`src/rtl/systolic_controller_if.sv`:
```
// systolic_controller_if: weight/config, vector stream, array and status signals of the sequencer
interface systolic_controller_if #(
    parameter int N     = 2,
    parameter int CNT_W = 8
);
    logic               cfg_weight_valid;
    logic               cfg_weight_ready;
    logic [8*N*N-1:0]   cfg_weight;
    logic               start;
    logic [CNT_W-1:0]   vec_count;
    logic               in_valid;
    logic               in_ready;
    logic [8*N-1:0]     in_data;
    logic [8*N-1:0]     sa_datain;
    logic [8*N*N-1:0]   sa_weightin;
    logic [8*N-1:0]     sa_macout;
    logic               out_valid;
    logic [8*N-1:0]     out_data;
    logic               busy;
    logic               done;

    modport slave (
        input  cfg_weight_valid, cfg_weight, start, vec_count, in_valid, in_data, sa_macout,
        output cfg_weight_ready, in_ready, sa_datain, sa_weightin, out_valid, out_data, busy, done
    );

    modport master (
        output cfg_weight_valid, cfg_weight, start, vec_count, in_valid, in_data, sa_macout,
        input  cfg_weight_ready, in_ready, sa_datain, sa_weightin, out_valid, out_data, busy, done
    );
endinterface

```
`src/rtl/systolic_controller.sv`:
```
// systolic_controller: weight-stationary array sequencer with input skew, output deskew and job control
module systolic_controller #(
    parameter int ARRAY_SIZE = 2,
    parameter int PIPE_LAT   = 2,
    parameter int CNT_W      = 8
) (
    input  logic                 clk,
    input  logic                 reset,
    systolic_controller_if.slave bus
);
    localparam int N = ARRAY_SIZE;
    localparam int L = PIPE_LAT + N + 1;

    typedef enum logic [1:0] {S_IDLE, S_RUN, S_DRAIN, S_DONE} state_t;

    state_t           state_q, state_d;
    logic [8*N*N-1:0] w_q;
    logic             loaded_q;
    logic [CNT_W-1:0] vec_q, cnt_q;
    logic [L-1:0]     tok_q;
    logic [8*N-1:0]   out_q, aligned;
    logic             load_w, go, acc;

    assign load_w = (state_q == S_IDLE) && bus.cfg_weight_valid;
    assign go     = (state_q == S_IDLE) && bus.start && loaded_q && !bus.cfg_weight_valid;
    assign acc    = (state_q == S_RUN) && bus.in_valid;

    assign bus.sa_weightin = w_q;
    assign bus.out_data    = out_q;
    assign bus.out_valid   = tok_q[L-1];

    // Next state and status outputs; DRAIN ends once only the emerging token remains
    always_comb begin
        state_d              = state_q;
        bus.cfg_weight_ready = (state_q == S_IDLE);
        bus.in_ready         = (state_q == S_RUN);
        bus.busy             = (state_q != S_IDLE);
        bus.done             = (state_q == S_DONE);
        case (state_q)
            S_IDLE:  if (go) state_d = (bus.vec_count == '0) ? S_DONE : S_RUN;
            S_RUN:   if (acc && (cnt_q + CNT_W'(1) == vec_q)) state_d = S_DRAIN;
            S_DRAIN: if (!(|tok_q[L-2:0])) state_d = S_DONE;
            default: state_d = S_IDLE;
        endcase
    end

    // State register
    always_ff @(posedge clk or posedge reset) begin
        if (reset) state_q <= S_IDLE;
        else       state_q <= state_d;
    end

    // Weight tile is only writable in IDLE, so it is stable while tokens fly
    always_ff @(posedge clk or posedge reset) begin
        if (reset) begin
            w_q      <= '0;
            loaded_q <= 1'b0;
        end else if (load_w) begin
            w_q      <= bus.cfg_weight;
            loaded_q <= 1'b1;
        end
    end

    // Job length latch and accept counter
    always_ff @(posedge clk or posedge reset) begin
        if (reset) begin
            vec_q <= '0;
            cnt_q <= '0;
        end else if (go) begin
            vec_q <= bus.vec_count;
            cnt_q <= '0;
        end else if (acc) begin
            cnt_q <= cnt_q + CNT_W'(1);
        end
    end

    // Token pipe: one bit per accept, emerges aligned with its result
    always_ff @(posedge clk or posedge reset) begin
        if (reset) tok_q <= '0;
        else       tok_q <= {tok_q[L-2:0], acc};
    end

    // Result register, loaded one cycle before its token reaches out_valid
    always_ff @(posedge clk or posedge reset) begin
        if (reset)           out_q <= '0;
        else if (tok_q[L-2]) out_q <= aligned;
    end

    for (genvar r = 0; r < N; r++) begin : g_skew
        logic [7:0] sk_q [r+1];
        // Row r delay line of r+1 stages; non-accept cycles inject zero bubbles
        always_ff @(posedge clk or posedge reset) begin
            if (reset) begin
                for (int k = 0; k <= r; k++) sk_q[k] <= '0;
            end else begin
                sk_q[0] <= acc ? bus.in_data[r*8 +: 8] : 8'd0;
                for (int k = 1; k <= r; k++) sk_q[k] <= sk_q[k-1];
            end
        end
        assign bus.sa_datain[r*8 +: 8] = sk_q[r];
    end

    for (genvar c = 0; c < N; c++) begin : g_deskew
        localparam int D = N - 1 - c;
        if (D == 0) begin : g_pass
            assign aligned[c*8 +: 8] = bus.sa_macout[c*8 +: 8];
        end else begin : g_dly
            logic [7:0] dk_q [D];
            // Column c delayed so that earlier columns wait for the last one
            always_ff @(posedge clk or posedge reset) begin
                if (reset) begin
                    for (int k = 0; k < D; k++) dk_q[k] <= '0;
                end else begin
                    dk_q[0] <= bus.sa_macout[c*8 +: 8];
                    for (int k = 1; k < D; k++) dk_q[k] <= dk_q[k-1];
                end
            end
            assign aligned[c*8 +: 8] = dk_q[D-1];
        end
    end
endmodule

```
`src/flat_wrapper.sv`:
```
// flat-port wrapper written by rule: the top's interface ports become plain ports
module systolic_controller_flat 
#(
    parameter int ARRAY_SIZE = 2,
    parameter int PIPE_LAT   = 2,
    parameter int CNT_W      = 8
)
  (clk, reset, bus_cfg_weight_valid, bus_cfg_weight, bus_start, bus_vec_count, bus_in_valid, bus_in_data, bus_sa_macout, bus_cfg_weight_ready, bus_in_ready, bus_sa_datain, bus_sa_weightin, bus_out_valid, bus_out_data, bus_busy, bus_done);
  systolic_controller_if #(.N(2), .CNT_W(CNT_W)) bus_i ();
  input  logic clk;
  input  logic reset;
  input wire logic [$bits(bus_i.cfg_weight_valid)-1:0] bus_cfg_weight_valid;
  input wire logic [$bits(bus_i.cfg_weight)-1:0] bus_cfg_weight;
  input wire logic [$bits(bus_i.start)-1:0] bus_start;
  input wire logic [$bits(bus_i.vec_count)-1:0] bus_vec_count;
  input wire logic [$bits(bus_i.in_valid)-1:0] bus_in_valid;
  input wire logic [$bits(bus_i.in_data)-1:0] bus_in_data;
  input wire logic [$bits(bus_i.sa_macout)-1:0] bus_sa_macout;
  output wire logic [$bits(bus_i.cfg_weight_ready)-1:0] bus_cfg_weight_ready;
  output wire logic [$bits(bus_i.in_ready)-1:0] bus_in_ready;
  output wire logic [$bits(bus_i.sa_datain)-1:0] bus_sa_datain;
  output wire logic [$bits(bus_i.sa_weightin)-1:0] bus_sa_weightin;
  output wire logic [$bits(bus_i.out_valid)-1:0] bus_out_valid;
  output wire logic [$bits(bus_i.out_data)-1:0] bus_out_data;
  output wire logic [$bits(bus_i.busy)-1:0] bus_busy;
  output wire logic [$bits(bus_i.done)-1:0] bus_done;
  assign bus_i.cfg_weight_valid = bus_cfg_weight_valid;
  assign bus_i.cfg_weight = bus_cfg_weight;
  assign bus_i.start = bus_start;
  assign bus_i.vec_count = bus_vec_count;
  assign bus_i.in_valid = bus_in_valid;
  assign bus_i.in_data = bus_in_data;
  assign bus_i.sa_macout = bus_sa_macout;
  assign bus_cfg_weight_ready = bus_i.cfg_weight_ready;
  assign bus_in_ready = bus_i.in_ready;
  assign bus_sa_datain = bus_i.sa_datain;
  assign bus_sa_weightin = bus_i.sa_weightin;
  assign bus_out_valid = bus_i.out_valid;
  assign bus_out_data = bus_i.out_data;
  assign bus_busy = bus_i.busy;
  assign bus_done = bus_i.done;
  systolic_controller #(.ARRAY_SIZE(ARRAY_SIZE), .PIPE_LAT(PIPE_LAT), .CNT_W(CNT_W)) u_core (.clk(clk), .reset(reset), .bus(bus_i));
endmodule
```
`config.mk`:
```
export PLATFORM = sky130hd
export DESIGN_NAME = systolic_controller_flat
export DESIGN_NICKNAME = d
export VERILOG_FILES = /design/src/rtl/systolic_controller_if.sv /design/src/rtl/systolic_controller.sv /design/src/flat_wrapper.sv
export SDC_FILE = /design/constraint.sdc
export NUM_CORES = 1
export LEC_CHECK = 0
export BUFFER_PORTS_ARGS = -buffer_cell sky130_fd_sc_hd__buf_4
export CAP_MARGIN = 20
export CORE_MARGIN = 1
export CORE_UTILIZATION = 45
export DETAILED_ROUTE_END_ITERATION = 16
export PLACE_DENSITY = 0.83
export SYNTH_ARGS = -nofsm -noshare
export SYNTH_HDL_FRONTEND = slang
export SYNTH_SLANG_ARGS = --single-unit
```
`constraint.sdc`:
```
create_clock -name clk -period 4.2 [get_ports clk]
set_clock_uncertainty 0.05 [all_clocks]
set_input_delay 0.63 -clock clk [delete_from_list [all_inputs] [get_ports clk]]
set_output_delay 0.63 -clock clk [all_outputs]
set_load 0.05 [all_outputs]
```
Word level (Yosys, flattened, before mapping). Cells that the tools add are included. Widths: inputs -> output; s select.

$add $sub $neg: 1. Multipliers: 0. Div/mod/pow operators: 0. Order comparisons: 0. Eq/ne operators: 7. Shift operators: 0. Muxes and demuxes: 9. Bitwise logic cells: 0. Reduce and logical (&&, ||, !) cells: 13.

Operators with widths (number): $mux 8 (4); $add 8x1->8 const B (1); $eq 8x8->1 (1); $logic_not 8->1 (1); $mux 2 (4); $logic_and 1x1->1 (6); $pmux 2 s3 (1); $eq 2x2->1 const B (2); $ne 2x1->1 const B (2); $reduce_bool 2->1 (2); $reduce_or 4->1 (1); $reduce_and 3->1 (1); $eq 2x1->1 const B (1); $logic_not 2->1 (1); $ne 2x2->1 const B (1); $logic_not 1->1 (1).

Flip-flop bits (word level): 104. Bits in latches: 0. RAM bits: 0. Memory bits (read-only): 0. Input port bits: 77. Memories: 0.

Logic depth before layout (Yosys ltp).
Word-level depth: 6. Gate-level depth with buffers: 7. Gate-level depth less buffers: 7.

Worst setup path after synthesis. No wires, ideal clock.

Path type: flip-flop to flip-flop. Start: reg u_core.state_q[1]. End: reg u_core.state_q[1]. Data arrival time: 2.100 ns. Required time: 4.025 ns. Slack: 1.925 ns. Cell stages (with the launch flop): 8. Buffers on the path: 0. Cells stage by stage: dfrtp_1 inv_1 ha_1 nand2_1 nor4_1 nand4_1 a21oi_2 mux2_4.

RTL lines: start, declared (RTL line systolic_controller.sv:16) `state_t state_q, state_d;`; start signal, assigned (RTL line systolic_controller.sv:50) `else state_q <= state_d;`; $eq 2x1->1 (*); via bus_in_ready (RTL line flat_wrapper.sv:20) `output wire logic [$bits(bus_i.in_ready)-1:0] bus_in_ready;`; $logic_and 1x1->1 (RTL line systolic_controller.sv:26) `assign acc = (state_q == S_RUN) && bus.in_valid;`; $logic_and 1x1->1 (RTL line systolic_controller.sv:41) `S_RUN: if (acc && (cnt_q + CNT_W'(1) == vec_q)) state_d = S_DRAIN;`; $ne 2x1->1 (no line); $reduce_and 3->1 (no line).

The timed path passes the listed nets; every way through them passes the cells marked *. A chain may end at the register's enable or synchronous reset.

Worst setup path in the final report.
Start: reg u_core.state_q[1]. End: reg u_core.state_q[1].

Cells in the longest elaborated chain, start to end: 6.

RTL lines: $logic_not 2->1 (RTL line systolic_controller.sv:25, systolic_controller.sv:39); $logic_and 1x1->1 (3 in series) (RTL line systolic_controller.sv:25) `assign go = (state_q == S_IDLE) && bus.start && loaded_q && !bus.cfg_weight_valid;`; $ne 2x1->1 (no line); $reduce_and 3->1 (no line).

Parallel ways exist; a longest one is shown, timed or not.

==> metrics.md <==
| Metric | Value |
|---|---|
| Outcome | `finished, final reports clean` |
| Number of global-route vias before repair | `2656` |
| Final hold violation count | `0` |
| # IOs | `146` |
| Max Root-Sink Buffers | `2` |
| Root buf cell | `clkbuf_8` |
| Switch Pwr | `2000 uW` |
| CP Class | `reg -> reg` |
| Peak VDD IR | `0.387 mV` |
| # rows | `33` |
| Worst path arrival time | `2.77 ns` |
| R2r setup slk | `1.62 ns` |
| First-pass DRT Iterations | `4` |
| Number of setup violations in the final report | `0` |
| Wirelength, routed | `8.16 mm` |
| Maximum clock frequency | `388 MHz` |
| Crit start category | `flip-flop` |
| Initial antenna violation count | `0` |
| Syn Area/Cell | `13.8 um^2` |
| CTS tree | `built` |
| Post_cts resized | `0` |
| Number of synthesized register bits | `104` |
| Worst hold slack | `0.299 ns` |
| Post-route ant nets | `0` |
| M2 GR Usage | `0.317` |
| Most used routing layer | `met2` |
| CTS Sinks | `104` |
| Max Cap Viol | `0` |
| DR vias | `2647` |
| Initial Utilization | `0.476` |
| Worst-skew pair later-pin latency | `0.35 ns` |
| Internal power | `2420 uW` |
| Lkg Pwr | `0.00267 uW` |
| H-tree depth | `3` |
| Slew Limit Fails | `0` |
| Worst Hold Depth | `0` |
| Post-synth top area cell | `dfrtp_1` |
| Hold Crit Start | `u_core.g_skew[1].sk_q[15]$_DFF_PP0_` |
| Drt initial violations | `91` |
| Placement Cell Area | `0.00511 mm^2` |
| Largest net degree at the start of global routing | `77` |
| Netlist cell types | `36` |
| Share of Yosys cell area claimed by the top area cell type | `0.653` |
| # fillers | `658` |
| Grt met1 use | `0.216` |
| Area of the multi-input gates | `0.00125 mm^2` |
| Period minus WS final | `2.58 ns` |
| # diodes | `0` |
| Relative slew slack | `0.351` |
| Die width | `96.1 um` |
| Buffers on Ports | `145` |
| First-pass GRT wire length | `12.5 mm` |
| Clk slew on worst S/H paths | `0.10 ns` |
| PD cells | `834 mW/mm^2` |
| Net Sw Frac | `0.452` |
| Tot Pwr | `4420 uW` |
| Post-CTS Setup Inserts | `0` |
| Fin Setup TNS | `0 ns` |
| Total gr overflow | `0` |
| Sequential area share after synthesis | `0.653` |
| Final worst path period share | `0.614` |
| Gr usage total | `0.182` |
| Setup crit end kind | `flip-flop` |
| Comb pwr share | `0.509` |
| Sequential power share | `0.354` |
| Hold WC Path Type | `reg -> reg` |
| Final core utilization | `0.632` |
| Most common cell after layout, fill and taps aside | `buf_4` |
| Cts hold-fix bufs | `0` |
| Ratio of cells with drive above 1 in the final layout | `0.497` |
| Synthesis Warnings | `0` |
| Worst r2r src | `u_core.state_q[1]$_DFFE_PP0P_` |
| WL/cell | `15.2 um` |
| Gate Count Post-Synth | `290` |
| Area Growth Syn to Fin | `32.9%` |
| DRC | `0` |
| Via-to-Cell Ratio | `4.92` |
| Max FO, Critical Path | `21` |
| Register area | `0.00260 mm^2` |
| Synthesized Nets | `372` |
| Commonest non-fill, non-tap cells in the layout | `buf_4 (147), dfrtp_1 (104), mux2_2 (48)` |
| Worst-margin pin slew | `0.972 ns` |
| Hold Path End | `u_core.bus.sa_datain[15]$_DFF_PP0_` |
| Cell area after layout | `0.00530 mm^2` |
| CP required | `4.39 ns` |
| DIE AREA | `0.00924 mm^2` |
| GPL Wtd Cong | `0.789` |
| Clock power share | `0.137` |
| RSZ-0062 raised after global routing | `false` |
| Grt met3 use | `0.0537` |
| R2r endpoint | `u_core.state_q[1]$_DFFE_PP0P_` |
| Hpwl dp | `6.12 mm` |
| Die height | `96.1 um` |
| Dominant cells by area after synthesis | `dfrtp_1 (65%), mux2_2 (14%), nand2_1 (2.9%)` |
| R2R cell count | `7` |
| Synth Cell Area | `0.00399 mm^2` |
| Core ar. | `0.00838 mm^2` |
| Nets | `511` |
| TritonCTS Buffers | `9` |
## flip-flops by register name (all words and copies together) (netlist names)
register	count
u_core.bus.sa_weightin	32
u_core.bus.out_data	16
u_core.g_skew.sk_q	16
u_core.bus.sa_datain	8
u_core.cnt_q	8
u_core.g_deskew.g_dly.dk_q	8
u_core.vec_q	8
u_core.tok_q	5
u_core.state_q	2
u_core.loaded_q	1
## worst max path at each step
stage | startpoint | to | cells past startpoint
2_1_floorplan | reset | u_core.bus.out_data[0]$_DFFE_PP0P_ | 1
3_3_place_gp | u_core.state_q[1]$_DFFE_PP0P_ | u_core.state_q[1]$_DFFE_PP0P_ | 7
3_5_place_dp | u_core.state_q[1]$_DFFE_PP0P_ | u_core.state_q[1]$_DFFE_PP0P_ | 7
4_1_cts | u_core.state_q[1]$_DFFE_PP0P_ | u_core.state_q[1]$_DFFE_PP0P_ | 7
5_1_grt | u_core.state_q[1]$_DFFE_PP0P_ | u_core.state_q[1]$_DFFE_PP0P_ | 7
6_report | u_core.state_q[1]$_DFFE_PP0P_ | u_core.state_q[1]$_DFFE_PP0P_ | 7
## cells by family after synthesis
group / share of synthesized area
AO/OA/AOI/OAI: 0.0226
XOR/XNOR: 0.0351
buffers and inverters: 0.0348
AND/OR/NAND/NOR: 0.0998
multiplexers: 0.139
adder cells (fa/ha/maj): 0.0157
flip-flops: 0.653
## final cells by class
| class | count | area share |
|---|---|---|
| clock buffer | 9 | 0.0234 |
| clock inverter | 6 | 0.0127 |
| inverter | 6 | 0.00472 |
| multi-input combinational | 161 | 0.235 |
| sequential | 104 | 0.491 |
| tap | 105 | 0.0248 |
| timing repair buffer | 147 | 0.208 |
## synth_stat cells
cell type,n
a21oi_1,3
a21oi_2,1
a2bb2oi_1,1
a31oi_1,1
and3_1,18
and4b_1,1
buf_1,3
buf_2,1
buf_4,8
clkbuf_1,5
clkbuf_4,1
clkbuf_8,1
dfrtp_1,104
ha_1,5
inv_1,6
mux2_2,48
mux2_4,1
nand2_1,31
nand2b_1,1
nand3_1,2
nand3_2,1
nand4_1,2
nand4b_1,1
nor2_1,12
nor3_1,1
nor3b_1,2
nor4_1,3
nor4b_1,1
o21ai_0,3
o311ai_2,1
o41a_1,1
o41ai_1,1
or2_1,1
or3_1,2
xnor2_1,10
xor2_1,6
## power groups by stage
stage	registers (uW)	logic [uW]	clock network, uW
2_1_floorplan	2420	765	0
3_3_place_gp	1570	2220	0
3_5_place_dp	1590	2260	0
4_1_cts	1570	2270	624
5_1_grt	1610	2360	665
6_report	1570	2250	604
## per-layer routing
metal / routed length (um) / vias up
met5: 0 / -
met4: 70 / 0
met3: 385 / 8
met2: 4480 / 64
met1: 3220 / 1319
li1: - / 1256
## per-stage QoR
stage	worst slack (ns)	instances
6_report	1.62	538
5_1_grt	1.44	538
4_1_cts	1.62	538
3_5_place_dp	1.64	523
3_3_place_gp	1.80	523
2_1_floorplan	0.788	290
## critical path: stages, from the launching register on
cell and delay [ns]:
dfrtp_1 0.44, inv_1 0.11, ha_1 0.53, nand2_1 0.28, nor4_1 0.37, nand4_1 0.18
a21oi_2 0.21, mux2_4 0.31
Power figures use the tool's default switching activity.
